<file path="src/rtl/button_event_decoder_pkg.sv">
// Shared definitions for the button event decoder: FSM state encoding and the
// default tick divisor that the counter top also uses.
package btn_evt_pkg;

    localparam logic [2:0] ST_IDLE   = 3'd0;
    localparam logic [2:0] ST_PRESS1 = 3'd1;
    localparam logic [2:0] ST_WAIT2  = 3'd2;
    localparam logic [2:0] ST_PRESS2 = 3'd3;
    localparam logic [2:0] ST_LONG   = 3'd4;

    typedef enum logic [2:0] {
        IDLE   = ST_IDLE,
        PRESS1 = ST_PRESS1,
        WAIT2  = ST_WAIT2,
        PRESS2 = ST_PRESS2,
        LONG   = ST_LONG
    } state_t;

    // 100 MHz clock down to a 1 kHz (1 ms) timing tick
    localparam int DEFAULT_TICK_DIV = 100_000;

    function automatic int max3(input int a, input int b, input int c);
        int m;
        m = (a > b) ? a : b;
        return (m > c) ? m : c;
    endfunction

endpackage

</file>
<file path="src/rtl/button_event_decoder_tick_gen.sv">
// Free-running prescaler producing a one-cycle tick every DIV clock cycles.
module tick_gen
    import btn_evt_pkg::*;
#(
    parameter int DIV = DEFAULT_TICK_DIV
) (
    input  logic clk,
    input  logic rst,
    output logic tick
);

    localparam int            PW   = (DIV > 1) ? $clog2(DIV) : 1;
    localparam logic [PW-1:0] LAST = PW'(DIV - 1);

    logic [PW-1:0] presc_reg;

    assign tick = (presc_reg == LAST);

    always_ff @(posedge clk or posedge rst) begin
        if (rst) begin
            presc_reg <= '0;
        end else if (tick) begin
            presc_reg <= '0;
        end else begin
            presc_reg <= presc_reg + PW'(1);
        end
    end

endmodule

</file>
<file path="src/rtl/button_event_decoder.sv">
// Classifies a debounced button level into short, double, long and auto-repeat
// single-cycle events, timed by a millisecond tick.
module button_event_decoder
    import btn_evt_pkg::*;
#(
    parameter int TICK_DIV = DEFAULT_TICK_DIV,
    parameter int LONG_T   = 1000,
    parameter int REPEAT_T = 200,
    parameter int DCLICK_T = 250
) (
    input  logic clk,
    input  logic rst,
    input  logic i_btn,
    output logic o_short,
    output logic o_double,
    output logic o_long,
    output logic o_repeat,
    output logic o_busy
);

    localparam int            MAX_T       = max3(LONG_T, REPEAT_T, DCLICK_T);
    localparam int            CW          = (MAX_T > 1) ? $clog2(MAX_T) : 1;
    localparam logic [CW-1:0] LONG_LAST   = CW'(LONG_T - 1);
    localparam logic [CW-1:0] REPEAT_LAST = CW'(REPEAT_T - 1);
    localparam logic [CW-1:0] DCLICK_LAST = CW'(DCLICK_T - 1);
    localparam logic [CW-1:0] CNT_MAX     = '1;

    // event vector bit order: 0 short, 1 double, 2 long, 3 repeat
    state_t        state_reg, state_next;
    logic [CW-1:0] cnt_reg, cnt_next;
    logic [3:0]    evt_reg, evt_next;
    logic          busy_reg;
    logic          tick;

    tick_gen #(.DIV(TICK_DIV)) u_tick_gen (
        .clk  (clk),
        .rst  (rst),
        .tick (tick)
    );

    always_comb begin
        state_next = state_reg;
        evt_next   = 4'b0000;
        cnt_next   = cnt_reg;
        if (tick && (cnt_reg != CNT_MAX)) begin
            cnt_next = cnt_reg + CW'(1);
        end

        // Button edges are tested first so they win over a same-cycle timeout.
        case (state_reg)
            IDLE: begin
                if (i_btn) state_next = PRESS1;
            end
            PRESS1: begin
                if (!i_btn) begin
                    state_next = WAIT2;
                end else if (tick && (cnt_reg == LONG_LAST)) begin
                    state_next  = LONG;
                    evt_next[2] = 1'b1;
                end
            end
            WAIT2: begin
                if (i_btn) begin
                    state_next  = PRESS2;
                    evt_next[1] = 1'b1;
                end else if (tick && (cnt_reg == DCLICK_LAST)) begin
                    state_next  = IDLE;
                    evt_next[0] = 1'b1;
                end
            end
            PRESS2: begin
                if (!i_btn) state_next = IDLE;
            end
            LONG: begin
                if (!i_btn) begin
                    state_next = IDLE;
                end else if (tick && (cnt_reg == REPEAT_LAST)) begin
                    evt_next[3] = 1'b1;
                    cnt_next    = '0;
                end
            end
            default: begin
                state_next = IDLE;
            end
        endcase

        if (state_next != state_reg) begin
            cnt_next = '0;
        end
    end

    always_ff @(posedge clk or posedge rst) begin
        if (rst) begin
            state_reg <= IDLE;
            cnt_reg   <= '0;
            evt_reg   <= 4'b0000;
            busy_reg  <= 1'b0;
        end else begin
            state_reg <= state_next;
            cnt_reg   <= cnt_next;
            evt_reg   <= evt_next;
            busy_reg  <= (state_next != IDLE);
        end
    end

    assign o_short  = evt_reg[0];
    assign o_double = evt_reg[1];
    assign o_long   = evt_reg[2];
    assign o_repeat = evt_reg[3];
    assign o_busy   = busy_reg;

endmodule
</file>
<file path="config.mk">
export PLATFORM = sky130hd
export DESIGN_NAME = button_event_decoder
export DESIGN_NICKNAME = d
export VERILOG_FILES = /design/src/rtl/button_event_decoder_pkg.sv /design/src/rtl/button_event_decoder_tick_gen.sv /design/src/rtl/button_event_decoder.sv
export SDC_FILE = /design/constraint.sdc
export NUM_CORES = 1
export LEC_CHECK = 0
export ABC_AREA = 1
export BUFFER_PORTS_ARGS = -buffer_cell sky130_fd_sc_hd__buf_4
export CAP_MARGIN = 40
export CORE_UTILIZATION = 57
export DETAILED_ROUTE_END_ITERATION = 8
export GPL_ROUTABILITY_DRIVEN = 0
export GPL_TIMING_DRIVEN = 0
export PLACE_DENSITY = 0.86
export SYNTH_ARGS = -nofsm -noshare
export SYNTH_HDL_FRONTEND = slang
export SYNTH_SLANG_ARGS = --single-unit
</file>
<file path="constraint.sdc">
create_clock -name clk -period 2 [get_ports clk]
set_input_delay 0.3 -clock clk [delete_from_list [all_inputs] [get_ports clk]]
set_output_delay 0.3 -clock clk [all_outputs]
set_load 0.05 [all_outputs]
</file>
# Word level (Yosys, flattened, before mapping)
# Index checks and enable logic that the tools add are counted.
totals:
  register_bits: 35
  inputBits: 3
  output_inout_bits: 5
  word_cells: 47
op_classes:
  n_addsub: 2
  eq_ne: 10
  n_mux: 23
  reduce_logical: 7
op_table:
  columns: ["op", "n"]
  rows:
  - ["$mux W10", 5]
  - ["$eq A10 B8 Y1 const B", 2]
  - ["$mux W3", 6]
  - ["$add A17 B1 Y17 const B", 1]
  - ["$eq A17 B17 Y1 const B", 1]
  - ["$mux W17", 1]
  - ["$pmux W3 S4", 1]
  - ["$add A10 B1 Y10 const B", 1]
  - ["$eq A10 B10 Y1 const B", 1]
  - ["$ne A10 B10 Y1 const B", 1]
  - ["$mux W1", 9]
  - ["$eq A3 B2 Y1 const B", 2]
  - ["$logic_and A1 B1 Y1", 4]
  - ["$eq A3 B1 Y1 const B", 1]
  - ["$eq A3 B3 Y1 const B", 1]
  - ["$logic_not A3 Y1", 1]
  - ["$ne A3 B3 Y1", 1]
  - ["$reduce_bool A3 Y1", 1]
  - ["$mux W2", 1]
  - ["$reduce_or A2 Y1", 1]

# Logic depth before layout (Yosys ltp)
logic_depth:
  word_depth: 7
  mapped_depth: 12
  ltp_nobuf: 12

# Cells and area by module
# From an unflattened synthesis, not the netlist that was laid out.
hier_totals:
  hier_cells: 300
  area_unflattened_um2: 2154.6
by_module_without_submodules:
  columns: ["module", "n_inst", "cells_per_inst", "area_per_inst_um2", "seq_area_each_um2"]
  rows:
  - ["button_event_decoder", 1, 156, 1177.4, 450.4]
  - ["tick_gen", 1, 144, 977.2, 425.4]

# Worst setup path after synthesis
# OpenSTA, ideal clock, no wires.
synth_path:
  path_type: "flip-flop to flip-flop"
  from: "register cnt_reg[0]"
  to: "register cnt_reg[0]"
  setup_time_ps: 126
  arrival_ps: 1512
  required_ps: 1874
  path_slack_ps: 362
  path_stages_with_launch: 13
  path_buffers: 0
  period_less_slack_ps: 1638
  path_cell_list: "dfrtp_1 -> ha_1 -> nand2_1 -> nor2_1 -> nand2_1 -> nor2_1 -> nand4_2 -> nand2_1 -> nand2_1 -> nand2_1 -> nor2_4 -> nand2_8 -> nor2_2"
synth_between:
  elab_chain_len: 7
  elab_cells_between_ends: 20
  cone_classes: "add/sub: 1; eq/ne: 5; mux: 10; reduce/logical: 4"
synth_lines:
  columns: ["item", "line", "source"]
  rows:
  - ["start, declared", "button_event_decoder.sv:30", "logic [CW-1:0] cnt_reg, cnt_next;"]
  - ["start signal, assigned", "button_event_decoder.sv:100", "cnt_reg <= cnt_next;"]
  - ["parallel branches: the longest is 6 deep, another holds $add A10 B1 Y10", null, null]
  - ["$mux W10 *", "button_event_decoder.sv:87", "if (state_next != state_reg) begin"]
  - ["via cnt_next[0]", "button_event_decoder.sv:30", null]
# Mark *: on every way through the listed nets, which the timed path passes.

# Final worst setup path
layout_path:
  from: "register cnt_reg[0]"
  to: "register cnt_reg[5]"
# The elaborated chain is that of the path after synthesis.

==> results.md <==
* Max Buffers Root-to-Sink at 2
* Unrepaired setup endpoints after global routing: false
* Number of unique standard cell types used by synthesis at 31
* Non-filler cells, final at ~360
* P_leak at roughly 1.2 nW
* Syn Nets at about 300
* Async set-or-reset flop fraction in the synthesized netlist at 100.0%
* Number of hold-slack violations in the final timing report at 0
* Max FO, Critical Path at 5
* Pin count of the biggest net entering global routing at 14
* Fraction of the yosys area taken by sequential cells at 40.23%
* Cell types with the largest area share after synthesis: sky130_fd_sc_hd__dfrtp_1, sky130_fd_sc_hd__nand2_1, sky130_fd_sc_hd__nor2_1
* Outcome: finished clean
* Area Overhead vs Synth at 14.65%
* Overall via count from detail_route at around 1900
* Max FFs per register at 17
* Critical path required time at around 2.2 ns
* Netlist area before placement at roughly 2200 um^2
* Worst min-delay path category: input port to async pin
* Floorplan core area at approximately 3700 um^2
* Clock tree root buffer cell: sky130_fd_sc_hd__clkbuf_8
* Dpl hpwl at between 3000 and 4000 um
* Start-to-end type of the worst setup path: register to register
* Max-slew violation count at 0
* Area share of the largest cell type after synthesis at just over 40%
* Critical R2R Capture: cnt_reg[5]
* Post-synth top area cell: sky130_fd_sc_hd__dfrtp_1
* Sort of element at the end of the critical path: register
* CTS tree: done
* Overflow left after global routing at 0
* Full die area at around 4100 um^2
* Final-layout setup total negative slack at 0 ns
* Number of standard-cell rows in the floorplan at 22
* Number of flip-flops and latches in the synthesized netlist at 35
* Number of enable-type register cells in the synthesized netlist at 0
* Reg clk slew, reported paths at 0.07 ns
* Global routing usage summed across all routing layers at around 24%
* Vertical die dimension at 63.80 um
* Post-layout util at roughly two thirds
* Initial antenna violation count at 0
* Power per cell area at 607.2 nW/um^2
* Final period util at 91.96%
* Fill cell total of the finished layout at about 290
* Setup skew after layout at 0.003462 ns
* Initial DRC count at 95
* Vias per cell at approximately 5.3
* Origin of the critical flop-to-flop path: cnt_reg[0]
* Number of global-route vias before repair at 1751
* Max-cap violations at 0
* Number of H-tree branching levels at 2
* Die X at 63.80 um
* Average cell area after synthesis at 7.355 um^2
* Number of diodes added for antenna fixing at 0
* Antenna Nets Post-Route at 0
* Type of element launching the critical path: register
* Count of yosys warnings during synthesis at 0
* Ratio of cells with drive above 1 in the final layout at roughly 20%
* Port bufs at 7
* Length in cells of the worst reg-to-reg path at 9
* Boundary Pins at 8
* Initial DRT Pass Iterations at 4
* Final setup vio count at 0
* Main flop type after synthesis: sky130_fd_sc_hd__dfrtp_1
* Final min period at about 1.8 ns
* Register-to-register path setup slack at between 0.15 and 0.2 ns
* Worst slew pin tran at slightly above 0.5 ns
* Global-route wire length before repair at ~7600 um
* Wire length per cell after detailed routing at 12.42 um
* Fmax at between 500 and 600 MHz
* Number of cells produced by synthesis at about 300
* Cts bufs inserted at 5
* Clk sinks at 35
* Placed insts at roughly 350
* Worst VDD drop at ~0.60 mV
* Relative slew margins at 66.20%
* Number of nets in the layout at about 320
* Drt total wl at 4522 um
* Source-to-sink clock delay at the later pin of the worst-skew pair at about 0.29 ns
* Count of unresolved DRC violations after routing at 0
* Initial Utilization at between 50% and 60%
* Storage cell area at about 880 um^2
* Footprint of the multi-input gates at between 1000 and 1500 um^2
* Data arrival time of the critical path at 2.02 ns
==> power breakdown <==
group	switching (mW)	internal (mW)
registers	0.00601	0.717
logic	0.0932	0.0371
clock network	0.259	0.403
total	0.358	1.16
==> placed cells by master, fill, tap and decap left out, drive strengths merged <==
cell,Yosys,final
and3,1,1
xnor2,3,3
nand2,64,64
nand4,9,9
a211oi,1,1
o31ai,5,5
dfrtp,35,35
inv,49,49
ha,3,3
a31oi,1,1
buf,3,15
nand3,25,25
nor4,4,4
o21ai,8,8
nor2,61,61
nor3,4,4
or2,2,2
nand3b,1,1
a21oi,5,5
a221oi,1,1
bufinv,0,1
clkbuf,0,6
xor2,9,9
clkinv,2,3
==> final cells by class <==
type                    instances  share of cell area (%)
multi-input cells             207                   44.76
flip-flops and latches         35                   35.14
inverters                      51                   7.669
repair buffers                 12                   4.712
clock buffers                   6                   3.308
well taps                      48                   2.406
clock inverters                 2                   1.404
plain buffers                   3                  0.6015
==> per-stage QoR <==
stage          cell area, um^2  hold slack, ns  setup WS [ns]  power (mW)
2_1_floorplan             2177          0.4320         0.3620      0.8316
3_3_place_gp              2290          0.4509        0.06284      0.8575
3_5_place_dp              2320          0.3533        0.03698      0.8681
4_1_cts                   2437         0.03955        0.01531       1.525
5_1_grt                   2496         0.07687        0.02251       1.566
6_report                  2496         0.03023         0.1607       1.516
==> kinds of logic (layout without fill, tap and decap cells) <==
logic type / Yosys count / after routing / synth area share [%]
AO/OA/AOI/OAI: 21 / 21 / 5.748
XOR/XNOR: 12 / 12 / 4.828
adder cells (fa/ha/maj): 3 / 3 / 1.724
buffers and inverters: 54 / 74 / 9.483
flip-flops: 35 / 35 / 40.23
AND/OR/NAND/NOR: 171 / 171 / 37.99
==> how the worst max path moves through the flow <==
stage	startpoint	slack (ns)	end
floorplan	cnt_reg[0]	0.36	cnt_reg[0]
global placement	cnt_reg[0]	0.06	cnt_reg[0]
CTS	cnt_reg[0]	0.02	cnt_reg[7]
finish	cnt_reg[0]	0.16	cnt_reg[5]
detailed placement	cnt_reg[0]	0.04	cnt_reg[0]
global route	u_tick_gen.presc_reg[0]	0.02	cnt_reg[5]
==> critical path: stages, from the launching register on <==
cell and delay [ns]:
sky130_fd_sc_hd__dfrtp_2 0.43, sky130_fd_sc_hd__ha_1 0.23, sky130_fd_sc_hd__nand3_1 0.16, sky130_fd_sc_hd__nor2_1 0.08, sky130_fd_sc_hd__nand3_1 0.19, sky130_fd_sc_hd__inv_1 0.11
sky130_fd_sc_hd__nor2_2 0.19, sky130_fd_sc_hd__nand3_1 0.10, sky130_fd_sc_hd__xor2_1 0.18, sky130_fd_sc_hd__nor2_2 0.06
==> timing repair <==
item	in CTS	in global routing
resized for setup	0	6
endpoints found under the setup margin	0	11
setup buffers	0	3
hold buffers	0	0
==> cells in the mapped netlist (2+ instances only) <==
master	instances
sky130_fd_sc_hd__nand3_1	23
sky130_fd_sc_hd__nor2_1	43
sky130_fd_sc_hd__nand2_1	60
sky130_fd_sc_hd__nand4_1	8
sky130_fd_sc_hd__nor2_2	14
sky130_fd_sc_hd__inv_1	42
sky130_fd_sc_hd__inv_2	7
sky130_fd_sc_hd__dfrtp_1	35
sky130_fd_sc_hd__o21ai_1	4
sky130_fd_sc_hd__nand2_2	3
sky130_fd_sc_hd__nand3_2	2
sky130_fd_sc_hd__nor2_4	4
sky130_fd_sc_hd__ha_1	3
sky130_fd_sc_hd__o21ai_0	4
sky130_fd_sc_hd__xnor2_1	3
sky130_fd_sc_hd__nor3_1	4
sky130_fd_sc_hd__nor4_1	4
sky130_fd_sc_hd__o31ai_1	5
sky130_fd_sc_hd__buf_2	3
sky130_fd_sc_hd__clkinv_1	2
sky130_fd_sc_hd__xor2_1	9
sky130_fd_sc_hd__a21oi_1	5
==> per-layer routing <==
| metal | track usage, % | routed length, um |
|---|---|---|
| met3 | 6.071 | 231 |
| met2 | 38.96 | 2219 |
| met5 | 0 | 0 |
| met4 | 11.08 | 76 |
| met1 | 31.26 | 1994 |
(Power assumes the default switching activity.)
